File: src/rtl/vram_pkg.sv
// Shared definitions for the display-memory arbiter: widths, SRAM cycle
// encoding and the posted-write entry layout.
package vram_pkg;

    localparam int AW         = 13;
    localparam int DW         = 8;
    localparam int WBUF_DEPTH = 4;
    localparam int PTR_W      = $clog2(WBUF_DEPTH);
    localparam int CNT_W      = PTR_W + 1;

    typedef enum logic [1:0] {
        IDLE     = 2'd0,
        TFT_RD   = 2'd1,
        HOST_RD  = 2'd2,
        WR_DRAIN = 2'd3
    } vram_st_t;

    typedef struct packed {
        logic [AW-1:0] addr;
        logic [DW-1:0] data;
    } wentry_t;

endpackage

File: src/rtl/vram_wbuf.sv
// Posted host-write FIFO. Pushes and pops are gated internally so that an
// illegal push while full or pop while empty never corrupts the count.
module vram_wbuf
    import vram_pkg::*;
(
    input  logic    clk,
    input  logic    rst,
    input  logic    push_i,
    input  wentry_t wdata_i,
    input  logic    pop_i,
    output wentry_t head_o,
    output logic    full_o,
    output logic    empty_o
);

    wentry_t          entries_q [WBUF_DEPTH];
    logic [PTR_W-1:0] wrPtr_q;
    logic [PTR_W-1:0] rdPtr_q;
    logic [CNT_W-1:0] count_q;
    logic             pushOk;
    logic             popOk;

    assign full_o  = (count_q == CNT_W'(WBUF_DEPTH));
    assign empty_o = (count_q == '0);
    assign pushOk  = push_i & ~full_o;
    assign popOk   = pop_i & ~empty_o;
    assign head_o  = entries_q[rdPtr_q];

    // Pointers wrap naturally because the depth is a power of two.
    always_ff @(posedge clk or posedge rst) begin
        if (rst) begin
            wrPtr_q <= '0;
            rdPtr_q <= '0;
            count_q <= '0;
        end else begin
            if (pushOk) begin
                wrPtr_q <= wrPtr_q + 1'b1;
            end
            if (popOk) begin
                rdPtr_q <= rdPtr_q + 1'b1;
            end
            if (pushOk && !popOk) begin
                count_q <= count_q + 1'b1;
            end else if (popOk && !pushOk) begin
                count_q <= count_q - 1'b1;
            end
        end
    end

    always_ff @(posedge clk) begin
        if (pushOk) begin
            entries_q[wrPtr_q] <= wdata_i;
        end
    end

endmodule

File: src/rtl/vram_arb.sv
// Single-port display SRAM arbiter: TFT fetch has absolute priority, host
// reads wait for an empty write buffer, posted writes drain in spare cycles.
module vram_arb
    import vram_pkg::*;
(
    input  logic          clk,
    input  logic          rst,
    input  logic          tft_rdreq,
    output logic          tft_rdack,
    input  logic [AW-1:0] tft_raddr,
    output logic [DW-1:0] tft_rdata,
    input  logic          host_req,
    input  logic          host_we,
    input  logic [AW-1:0] host_addr,
    input  logic [DW-1:0] host_wdata,
    output logic          host_ack,
    output logic [DW-1:0] host_rdata,
    output logic          host_rvalid,
    output logic [AW-1:0] sram_addr,
    output logic [DW-1:0] sram_dout,
    input  logic [DW-1:0] sram_din,
    output logic          sram_cs_n,
    output logic          sram_oe_n,
    output logic          sram_we_n
);

    vram_st_t      state_q;
    vram_st_t      state_d;
    logic [AW-1:0] sramAddr_q;
    logic [AW-1:0] sramAddr_d;
    logic [DW-1:0] sramDout_q;
    logic [DW-1:0] sramDout_d;
    logic          csN_q;
    logic          oeN_q;
    logic          weN_q;
    logic [DW-1:0] tftData_q;
    logic [DW-1:0] hostRdata_q;
    logic          hostRvalid_q;

    logic          wrAccept;
    logic          rdAccept;
    logic          rdPending;
    logic          wbufPop;
    logic          wbufFull;
    logic          wbufEmpty;
    wentry_t       wbufHead;
    wentry_t       wbufIn;

    assign wbufIn = '{addr: host_addr, data: host_wdata};

    vram_wbuf u_wbuf (
        .clk     (clk),
        .rst     (rst),
        .push_i  (wrAccept),
        .wdata_i (wbufIn),
        .pop_i   (wbufPop),
        .head_o  (wbufHead),
        .full_o  (wbufFull),
        .empty_o (wbufEmpty)
    );

    // Only one host read may be in its SRAM cycle at a time.
    assign rdPending = (state_q == HOST_RD);
    assign wrAccept  = host_req & host_we & ~wbufFull;
    assign rdAccept  = host_req & ~host_we & wbufEmpty & ~tft_rdreq & ~rdPending;
    assign host_ack  = wrAccept | rdAccept;
    assign tft_rdack = tft_rdreq;

    // Priority pick of the next SRAM cycle; a pre-empted drain simply stays
    // in the buffer and is picked again on the following edge.
    always_comb begin
        state_d    = IDLE;
        sramAddr_d = sramAddr_q;
        sramDout_d = sramDout_q;
        wbufPop    = 1'b0;
        if (tft_rdreq) begin
            state_d    = TFT_RD;
            sramAddr_d = tft_raddr;
        end else if (rdAccept) begin
            state_d    = HOST_RD;
            sramAddr_d = host_addr;
        end else if (!wbufEmpty) begin
            state_d    = WR_DRAIN;
            sramAddr_d = wbufHead.addr;
            sramDout_d = wbufHead.data;
            wbufPop    = 1'b1;
        end
    end

    always_ff @(posedge clk or posedge rst) begin
        if (rst) begin
            state_q      <= IDLE;
            sramAddr_q   <= '0;
            sramDout_q   <= '0;
            csN_q        <= 1'b1;
            oeN_q        <= 1'b1;
            weN_q        <= 1'b1;
            tftData_q    <= '0;
            hostRdata_q  <= '0;
            hostRvalid_q <= 1'b0;
        end else begin
            state_q      <= state_d;
            sramAddr_q   <= sramAddr_d;
            sramDout_q   <= sramDout_d;
            csN_q        <= (state_d == IDLE);
            oeN_q        <= !((state_d == TFT_RD) || (state_d == HOST_RD));
            weN_q        <= (state_d != WR_DRAIN);
            hostRvalid_q <= (state_q == HOST_RD);
            if (state_q == TFT_RD) begin
                tftData_q <= sram_din;
            end
            if (state_q == HOST_RD) begin
                hostRdata_q <= sram_din;
            end
        end
    end

    // Fetch data is passed straight through during the fetch cycle itself.
    assign tft_rdata   = (state_q == TFT_RD) ? sram_din : tftData_q;
    assign host_rdata  = hostRdata_q;
    assign host_rvalid = hostRvalid_q;
    assign sram_addr   = sramAddr_q;
    assign sram_dout   = sramDout_q;
    assign sram_cs_n   = csN_q;
    assign sram_oe_n   = oeN_q;
    assign sram_we_n   = weN_q;

endmodule
File: config.mk
export PLATFORM = sky130hd
export DESIGN_NAME = vram_arb
export DESIGN_NICKNAME = d
export VERILOG_FILES = /design/src/rtl/vram_pkg.sv /design/src/rtl/vram_wbuf.sv /design/src/rtl/vram_arb.sv
export SDC_FILE = /design/constraint.sdc
export NUM_CORES = 1
export LEC_CHECK = 0
export ABC_CLOCK_PERIOD_IN_PS = 5950
export CORE_MARGIN = 4
export CORE_UTILIZATION = 57
export CTS_CLUSTER_DIAMETER = 150
export CTS_CLUSTER_SIZE = 40
export DETAILED_ROUTE_END_ITERATION = 16
export HOLD_SLACK_MARGIN = 0.06
export MAX_ROUTING_LAYER = met4
export PLACE_DENSITY = 0.85
export RECOVER_POWER = 25
export SYNTH_ARGS = -nofsm -noshare
export SYNTH_HDL_FRONTEND = slang
export SYNTH_SLANG_ARGS = --single-unit
File: constraint.sdc
create_clock -name clk -period 5.95 [get_ports clk]
set_input_delay 1.19 -clock clk [delete_from_list [all_inputs] [get_ports clk]]
set_output_delay 1.19 -clock clk [all_outputs]
set_load 0.03 [all_outputs]
# --- Word-level counts from Yosys, hierarchy flattened ---
# Memories as Yosys holds them, arrays and structs flattened.
# Cells that the tools add are included.
word_totals:
  reg_bits: 50
  latchBits: 0
  ramBits: 84
  mem_bits_ro: 0
  output_inout_bits: 43
  wordCells: 63
  n_memories: 1
memory_table:
  columns: ["name", "words", "word_bits", "read_ports", "rd_ports_with_merged_regs", "wr", "line_no", "text"]
  rows:
  - ["u_wbuf.entries_q", 4, 21, 1, 0, 1, "vram_wbuf.sv:16", "wentry_t entries_q [WBUF_DEPTH];"]
op_classes:
  add_sub_neg: 4
  multipliers: 0
  div_mod_pow: 0
  magnitude_cmp: 0
  n_eq_ne: 7
  shift: 0
  n_mux: 14
  n_bitwise: 15
  reduce_logical: 10
ops:
  columns: ["op", "count"]
  rows:
  - ["13-bit 2-to-1 mux", 3]
  - ["1-bit AND", 8]
  - ["8-bit 2-to-1 mux", 1]
  - ["2-bit 2-to-1 mux", 3]
  - ["3-bit 2-to-1 mux", 2]
  - ["1-bit NOT", 6]
  - ["1-bit 2-to-1 mux", 5]
  - ["2-bit by 1-bit adder with 2-bit output, second input constant", 2]
  - ["2-bit by 1-bit == test with 1-bit output, second input constant", 2]
  - ["2-bit == test, second input constant", 2]
  - ["3-bit by 1-bit adder with 3-bit output, second input constant", 1]
  - ["3-bit == test, second input constant", 1]
  - ["1-bit zero test", 3]
  - ["3-bit zero test", 1]
  - ["3-bit inequality test, second input constant", 1]
  - ["3-bit AND reduction", 1]
  - ["3-bit by 1-bit subtractor with 3-bit output, second input constant", 1]
  - ["1-bit logical AND", 2]
  - ["2-bit zero test", 1]
  - ["2-bit inequality test, second input constant", 1]
  - ["2-bit nonzero test", 1]
  - ["1-bit logical OR", 1]
  - ["1-bit OR", 1]

# --- Logic depth before layout (Yosys ltp) ---
# Gate-level depths: netlist of the first run.
depth:
  depth_word: 11
  mapped_depth: 9

# --- Cells and area by module ---
# A second synthesis of the first run with hierarchy kept.
hier_totals:
  hier_cells: 305
  hier_area_um2: 5271.3
by_module_without_submodules:
  columns: ["module", "n_inst", "cells_each", "area_per_inst_um2", "seq_area_each_um2"]
  rows:
  - ["vram_wbuf", 1, 146, 3482.1, 2697.6]
  - ["vram_arb", 1, 159, 1789.2, 1079.8]

# --- Worst setup path before layout of the first run ---
# OpenSTA, ideal clock, no wires.
synth_path:
  path_type: "input port to output port"
  startpoint: "input port host_req"
  endpoint: "output port host_ack"
  arrival_ps: 2370
  required_ps: 4760
  path_slack_ps: 2390
  cell_stages: 4
  cell_sequence: "nor2b_1 > clkbuf_1 > nand2_1 > o21bai_1"
synth_between:
  elab_chain_len: 5
synth_rtl:
  columns: ["element", "line_no", "text"]
  rows:
  - ["start: declaration", "vram_arb.sv:12", "input logic host_req,"]
  - ["1-bit AND (4 in a row)", "vram_arb.sv:65", "assign rdAccept = host_req & ~host_we & wbufEmpty & ~tft_rdreq & ~rdPending;"]
  - ["1-bit OR (*)", "vram_arb.sv:66", "assign host_ack = wrAccept | rdAccept;"]
  - ["end: declaration", "vram_arb.sv:16", "output logic host_ack,"]
# Every way passes the cells marked *; elsewhere a longest branch is shown, timed or not.

# --- Worst setup path after layout of the first run ---
layout_path:
  startpoint: "input port tft_rdreq"
  endpoint: "output port host_ack"
layout_between:
  elab_chain_len: 4
layout_rtl:
  columns: ["element", "line_no", "text"]
  rows:
  - ["start: declaration", "vram_arb.sv:8", "input logic tft_rdreq,"]
  - ["1-bit NOT (no source line)", null, null]
  - ["1-bit AND (2 in a row)", "vram_arb.sv:65", null]
  - ["1-bit OR", "vram_arb.sv:66", null]
# Every way passes these cells.

==> run_results.csv, run 1 <==
group,metric,value,unit
run_status,status,"complete, no violations",
finish,register_area,0.00378,sq mm
worst_setup_path,crit_family,"buffers and inverters",
detailed_routing,drt_first_pass_iters,5,
timing,finalCriticalPeriod,4.42,ns
worst_setup_path,crit_path_end_kind,"primary output",
finish,antenna_cells,0,
synth,yosysSeqAreaShare,69.5,%
floorplan,core,0.00924,sq mm
synth,synthArstFlopShare,37.3,%
job,cap_viol_max_count,0,
timing,slew_viol_final,0,
finish,multiInputGateArea,0.00151,sq mm
detailed_routing,vias,3145,
finish,syn2layout_area_growth,28.3,%
power,power,3410,uW
floorplan,dieWidth,106,microns
floorplan,pin_count,90,
timing,grt_setup_unrepaired,"false",
detailed_routing,drcViolationCount,0,
synth,synth_common_cells,"84 x edfxtp_1, 47 x dfrtp_1, 26 x nand2_1",
clocking,clk_pin_slew,0.06,ns
power,ir_drop,0.330,mV
worst_setup_path,cp-start-kind,"input pin",
clocking,cts_sinks,134,
synth,yosysMostFrequentCell,"edfxtp_1",
power,p_leak,0.00261,uW
worst_setup_path,regToRegSetupSlack,2.86,ns
timing,hold_violations,0,
clocking,clk_latency,0.51,ns
clocking,cts_tree,"done",
grt,antenna_found_initial,0,
clocking,clockRootBuffer,"clkbuf_8",
timing,setup_slack,1.53,ns
synth,synth_area_leader_cell,"edfxtp_1",
timing,tightestPinTransition,1.14,ns
timing,relSlewSlack,24.1,%
placed_design,io_buffers,89,
floorplan,row_count,35,
finish,fillers,538,
clocking,htreeDepth,4,
detailed_routing,antenna_left,0,
synth,syn_area,0.00543,sq mm
grt,overflow,0,
synth,post_synth_main_area_contributors,"edfxtp_1 46%, dfrtp_1 22%, mux4_2 7.5%",
timing,tns,0,ns
synth,synth_cells,324,
clocking,cts_made_buffers,17,
synth,postSynthAreaPerCell,16.8,sq um
worst_setup_path,critPathArrivalTime,3.23,ns
synth,syn-num-nets,378,
worst_setup_path,rr_worst_depth,9,
timing,fin_worst_skew,0.0124,ns
floorplan,start_util,58.8,%
grt,grt_pass1_vias,3408,
detailed_routing,drt-total-wl,11200,microns
synth,yosys_most_used_dff,"edfxtp_1",
detailed_routing,wl_per_cell,20.1,microns
timing,period_share,74.3,%
placed_design,routabilityCongestion,0.804,
finish,layout-drive-gt1-share,18.2,%
worst_setup_path,crit_slowest_cell,"clkdlybuf4s50_1",
timing,setup_viol,0,
worst_setup_path,cp_cell_sequence,"clkdlybuf4s50_1 -> nand2b_1 -> o21bai_1 -> clkdlybuf4s50_1",
placed_design,pre_cts_slack,1.51,ns
clocking,cts_resized,0,
grt,grt_max_degree,51,
synth,yosysTopAreaCellShare,46.4,%
synth,synth_seq_cells,134,
worst_setup_path,crit_fanout,22,
finish,final_net_count,469,
worst_setup_path,crit_end,"host_ack",
placed_design,dpl.hpwl,6900,microns
worst_setup_path,r2r-end,"u_wbuf.count_q[2]",
worst_setup_path,required,4.76,ns
synth,synth_edf_count,84,
detailed_routing,drt_iter0_drc,253,
worst_setup_path,critPathMostFrequentCell,"clkdlybuf4s50_1",
grt,grt_usage,22.1,%
placed_design,dpl.cell_count,525,
clocking,hold_buffers,0,
worst_setup_path,path_class,"input pin to primary output",
worst_setup_path,critPathMaxStageDelay,0.77,ns
power,p_per_area,490,mW/mm^2
floorplan,die_height,106,microns
worst_setup_path,r2r-start,"u_wbuf.count_q[0]",
worst_setup_path,startpoint,"tft_rdreq",
timing,max_freq,226,MHz
clocking,cts_buffer_depth,2,
grt,grt_pass1_wl,18000,microns
synth,yosys_warnings,0,
worst_setup_path,path_buf_inv,2,
floorplan,fp.dieArea,0.0112,sq mm
clocking,cts_setup_buffers,0,
worst_setup_path,path_depth,4,
detailed_routing,vias_per_cell,5.65,
finish,stdcell_count,557,
synth,netlist-cell-type-count,33,
min_path,hold_path.class,"flop to flop",
-- tightest hold or removal path: stages (launching register included) --
cell and delay, ns:
dfrtp_1 0.34, nand2_1 0.05, nand2_1 0.05
-- cells by family after synthesis --
logic type | synth area share, %
XOR/XNOR | 0.967
AO/OA/AOI/OAI | 5.13
multiplexers | 12.6
flip-flops | 69.5
adder cells (fa/ha/maj) | 1.75
buffers and inverters | 2.69
AND/OR/NAND/NOR | 7.30
-- worst min-delay path by stage --
stage,startpoint,end,slack (ns),cells after the start
floorplan,u_wbuf.count_q[2],u_wbuf.count_q[2],0.51,1
global placement,host_rdata[7],host_rdata[7],0.46,2
detailed placement,host_rdata[6],host_rdata[6],0.46,2
CTS,host_rdata[6],host_rdata[6],0.48,2
global route,host_rdata[2],host_rdata[2],0.50,2
finish,host_rdata[6],host_rdata[6],0.47,2
-- final cells by class --
| type | instances | share of cell area [%] |
|---|---|---|
| clock buffer | 17 | 5.94 |
| clock inverter | 15 | 2.28 |
| inverter | 9 | 0.485 |
| multi-input combinational | 161 | 21.7 |
| sequential | 134 | 54.2 |
| tap | 129 | 2.32 |
| timing repair buffer | 92 | 13.1 |
-- routing by layer --
| metal | track usage, % | share of wire (%) | vias up | wire [microns] |
|---|---|---|---|---|
| met4 | 6.85 | 0.82 | 0 | 92 |
| met3 | 6.18 | 6.6 | 10 | 737 |
| li1 | - | - | 1413 | - |
| met2 | 37.0 | 53 | 131 | 5980 |
| met5 | - | 0 | - | 0 |
| met1 | 26.3 | 39 | 1591 | 4370 |
-- power by group --
part | leakage [uW] | internal [uW] | switching [uW]
Sequential | 0.00134 | 1210 | 154
Clock | 0.000274 | 597 | 391
Combinational | 0.00100 | 510 | 555
Total | 0.00261 | 2310 | 1100
-- metrics by stage --
step | util [%] | area (sq um) | hold WS (ns)
final | 75.4 | 6970 | 0.472
after detailed placement | 69.2 | 6400 | 0.463
after CTS | 75.4 | 6970 | 0.479
after global routing | 75.4 | 6970 | 0.504
after floorplan | - | 5430 | 0.514
after global placement | 69.2 | 6400 | 0.460
-- placed cells by master (no fill, tap or decap), types with 2 or more instances in the layout --
cell	instances
a21oi_1	2
a41oi_1	13
and2_1	4
buf_4	3
bufinv_16	2
clkbuf_16	16
clkdlybuf4s50_1	69
clkinv_2	3
clkinv_4	7
clkinvlp_4	3
dfrtp_1	47
dfstp_2	3
dlygate4sd3_1	20
edfxtp_1	84
ha_1	6
inv_1	7
mux2_2	18
mux4_1	3
mux4_2	18
nand2_1	26
nand2b_1	3
nor2_1	15
nor2b_1	14
o211a_1	13
or3_1	13
xnor2_1	3
xor2_1	3
-- sequential cells by signal (all words and copies together) (netlist names), 2 cells and up --
register and flops:
u_wbuf.entries_q 84, sram_addr 13, host_rdata 8, sram_dout 8, tftData_q 8, u_wbuf.count_q 3
state_q 2, u_wbuf.rdPtr_q 2, u_wbuf.wrPtr_q 2
(Power assumes the default switching activity.)
==> run 2: changes to the inputs <==
- ABC_CLOCK_PERIOD_IN_PS: 5950 -> 4000
- CORE_UTILIZATION: 57 -> 48
- PLACE_DENSITY: 0.85 -> 0.76
- clock period: 5.95 -> 4 ns (I/O delays scaled with it)
==> run_results.csv, run 2 (synthesis results as in run 1) <==
group,metric,value,unit
timing,fin_worst_skew,0.00583,ns
clocking,cts_buffer_depth,2,
floorplan,start_util,49.5,%
detailed_routing,vias,3204,
worst_setup_path,path_class,"input pin to primary output",
power,internal_power,3610,uW
placed_design,io_buffers,89,
grt,antenna_found_initial,0,
run_status,status,"complete, no violations",
timing,setup_viol,0,
detailed_routing,antenna_left,0,
floorplan,fp.dieArea,0.0131,sq mm
power,p_leak,0.00267,uW
floorplan,row_count,38,
power,ir_drop,0.391,mV
clocking,cts_sinks,134,
detailed_routing,top_layer,"met4",
finish,postLayoutCoreUtil,64.6,%
timing,period_share,77.0,%
clocking,clockRootBuffer,"clkbuf_16",
clocking,htreeDepth,4,
placed_design,routabilityCongestion,0.779,
worst_setup_path,critPathMaxStageDelay,0.49,ns
grt,overflow,0,
placed_design,dpl_cell_area,0.00647,sq mm
worst_setup_path,critPathArrivalTime,2.28,ns
clocking,cts_resized,0,
timing,max_freq,325,MHz
detailed_routing,drcViolationCount,0,
worst_setup_path,required,3.20,ns
power,power_frac_comb,30.3,%
finish,final_net_count,477,
detailed_routing,wl_per_cell,19.9,microns
worst_setup_path,crit_slowest_cell,"clkdlybuf4s50_1",
clocking,cts_made_buffers,17,
floorplan,dieWidth,114,microns
job,cap_viol_max_count,0,
clocking,clk_latency,0.41,ns
power,seqPwrFrac,38.5,%
timing,slew_viol_final,0,
detailed_routing,vias_per_cell,5.56,
finish,mostFrequentLayoutCells,"84 x edfxtp_1, 68 x clkdlybuf4s50_1, 47 x dfrtp_1",
grt,grt_max_degree,41,
worst_setup_path,cp_cell_sequence,"clkdlybuf4s50_1 -> nand2_1 -> a21oi_1 -> o21bai_1 -> buf_4",
finish,largest_reg_flops,84,
power,p_sw_share,31.3,%
detailed_routing,met3_length,700,microns
finish,largest-register,"u_wbuf.entries_q",
placed_design,dpl.hpwl,7050,microns
finish,antenna_cells,0,
worst_setup_path,crit_path_end_kind,"primary output",
floorplan,core,0.0110,sq mm
finish,layout-drive-gt1-share,19.5,%
detailed_routing,drt_iter0_drc,238,
timing,hold_violations,0,
grt,grt_usage,19.1,%
timing,grt_setup_unrepaired,"false",
floorplan,die_height,114,microns
grt,grt_pass1_wl,18400,microns
detailed_routing,drt-total-wl,11400,microns
grt,grt_pass1_vias,3406,
power,p_per_area,741,mW/mm^2
clocking,hold_buffers,0,
finish,syn2layout_area_growth,30.6,%
detailed_routing,wl_met1,4830,microns
power,p_clk_share,31.2,%
clocking,cts_setup_buffers,0,
worst_setup_path,crit_fanout,8,
clocking,cts_tree,"done",
min_path,hold_path.class,"flop to flop",
timing,relSlewSlack,29.4,%
power,p_switching,1640,uW
timing,tns,0,ns
finish,final_common_cell,"edfxtp_1",
finish,fin_area,0.00709,sq mm
worst_setup_path,cp-start-kind,"input pin",
timing,tightestPinTransition,1.06,ns
floorplan,pin_count,90,
clocking,clk_pin_slew,0.06,ns
detailed_routing,dr_wl_met2,5800,microns
detailed_routing,drt_first_pass_iters,4,
timing,finalCriticalPeriod,3.08,ns
## run 2: changes by cell type in the layout (fill, tap and decap cells not counted), sizes merged
cell	before	now
clkdlybuf4s50	69	68
buf	3	12
bufinv	2	4
clkinvlp	3	4
clkinv	11	5
inv	8	11
## run 2: through the flow
step | power, uW | instances | setup WS (ns) | hold slack (ns)
2_1_floorplan | 3060 | 324 | 1.22 | 0.514
3_3_place_gp | 3620 | 544 | 0.992 | 0.460
3_5_place_dp | 3660 | 544 | 0.866 | 0.462
4_1_cts | 5310 | 576 | 0.919 | 0.477
5_1_grt | 5490 | 576 | 0.826 | 0.491
6_report | 5260 | 576 | 0.921 | 0.474
## run 2: worst max-delay path: cells and delay by family
family          cells  cell delay [ns]
compound gates      2             0.71
buf+inv             2             0.68
simple gates        1             0.08
## run 2: layout make-up
cell class,instances,area [sq um]
flip-flops and latches,134,3780
clock buffers,17,425
inverters,9,33.8
clock inverters,15,201
repair buffers,100,971
well taps,140,175
fillers,790,3890
multi-input cells,161,1510
## run 2: power by group through the flow
| stage | sequential (uW) | clock (uW) | combinational (uW) |
|---|---|---|---|
| floorplan | 2230 | 0 | 836 |
| global placement | 2040 | 0 | 1580 |
| detailed placement | 2050 | 0 | 1610 |
| CTS | 2030 | 1660 | 1620 |
| global route | 2060 | 1730 | 1700 |
| finish | 2020 | 1640 | 1590 |
## run 2: layer usage
metal,up-vias,GRT usage [%]
li1,1421,-
met1,1646,24.8
met2,127,30.7
met3,10,4.60
met4,0,4.91
met5,-,-
## run 2: final timing paths
path | startpoint | endpoint | slack (ns) | cells past startpoint
min in group asynchronous | rst | host_rdata[3] | 0.83 | 2
max | host_we | host_ack | 0.92 | 5
max reg2reg | u_wbuf.count_q[0] | u_wbuf.count_q[2] | 1.28 | 11
max in group asynchronous | rst | sram_addr[1] | 2.43 | 3
min | host_rdata[2] | host_rdata[2] | 0.47 | 2
min reg2reg | host_rdata[2] | host_rdata[2] | 0.47 | 2
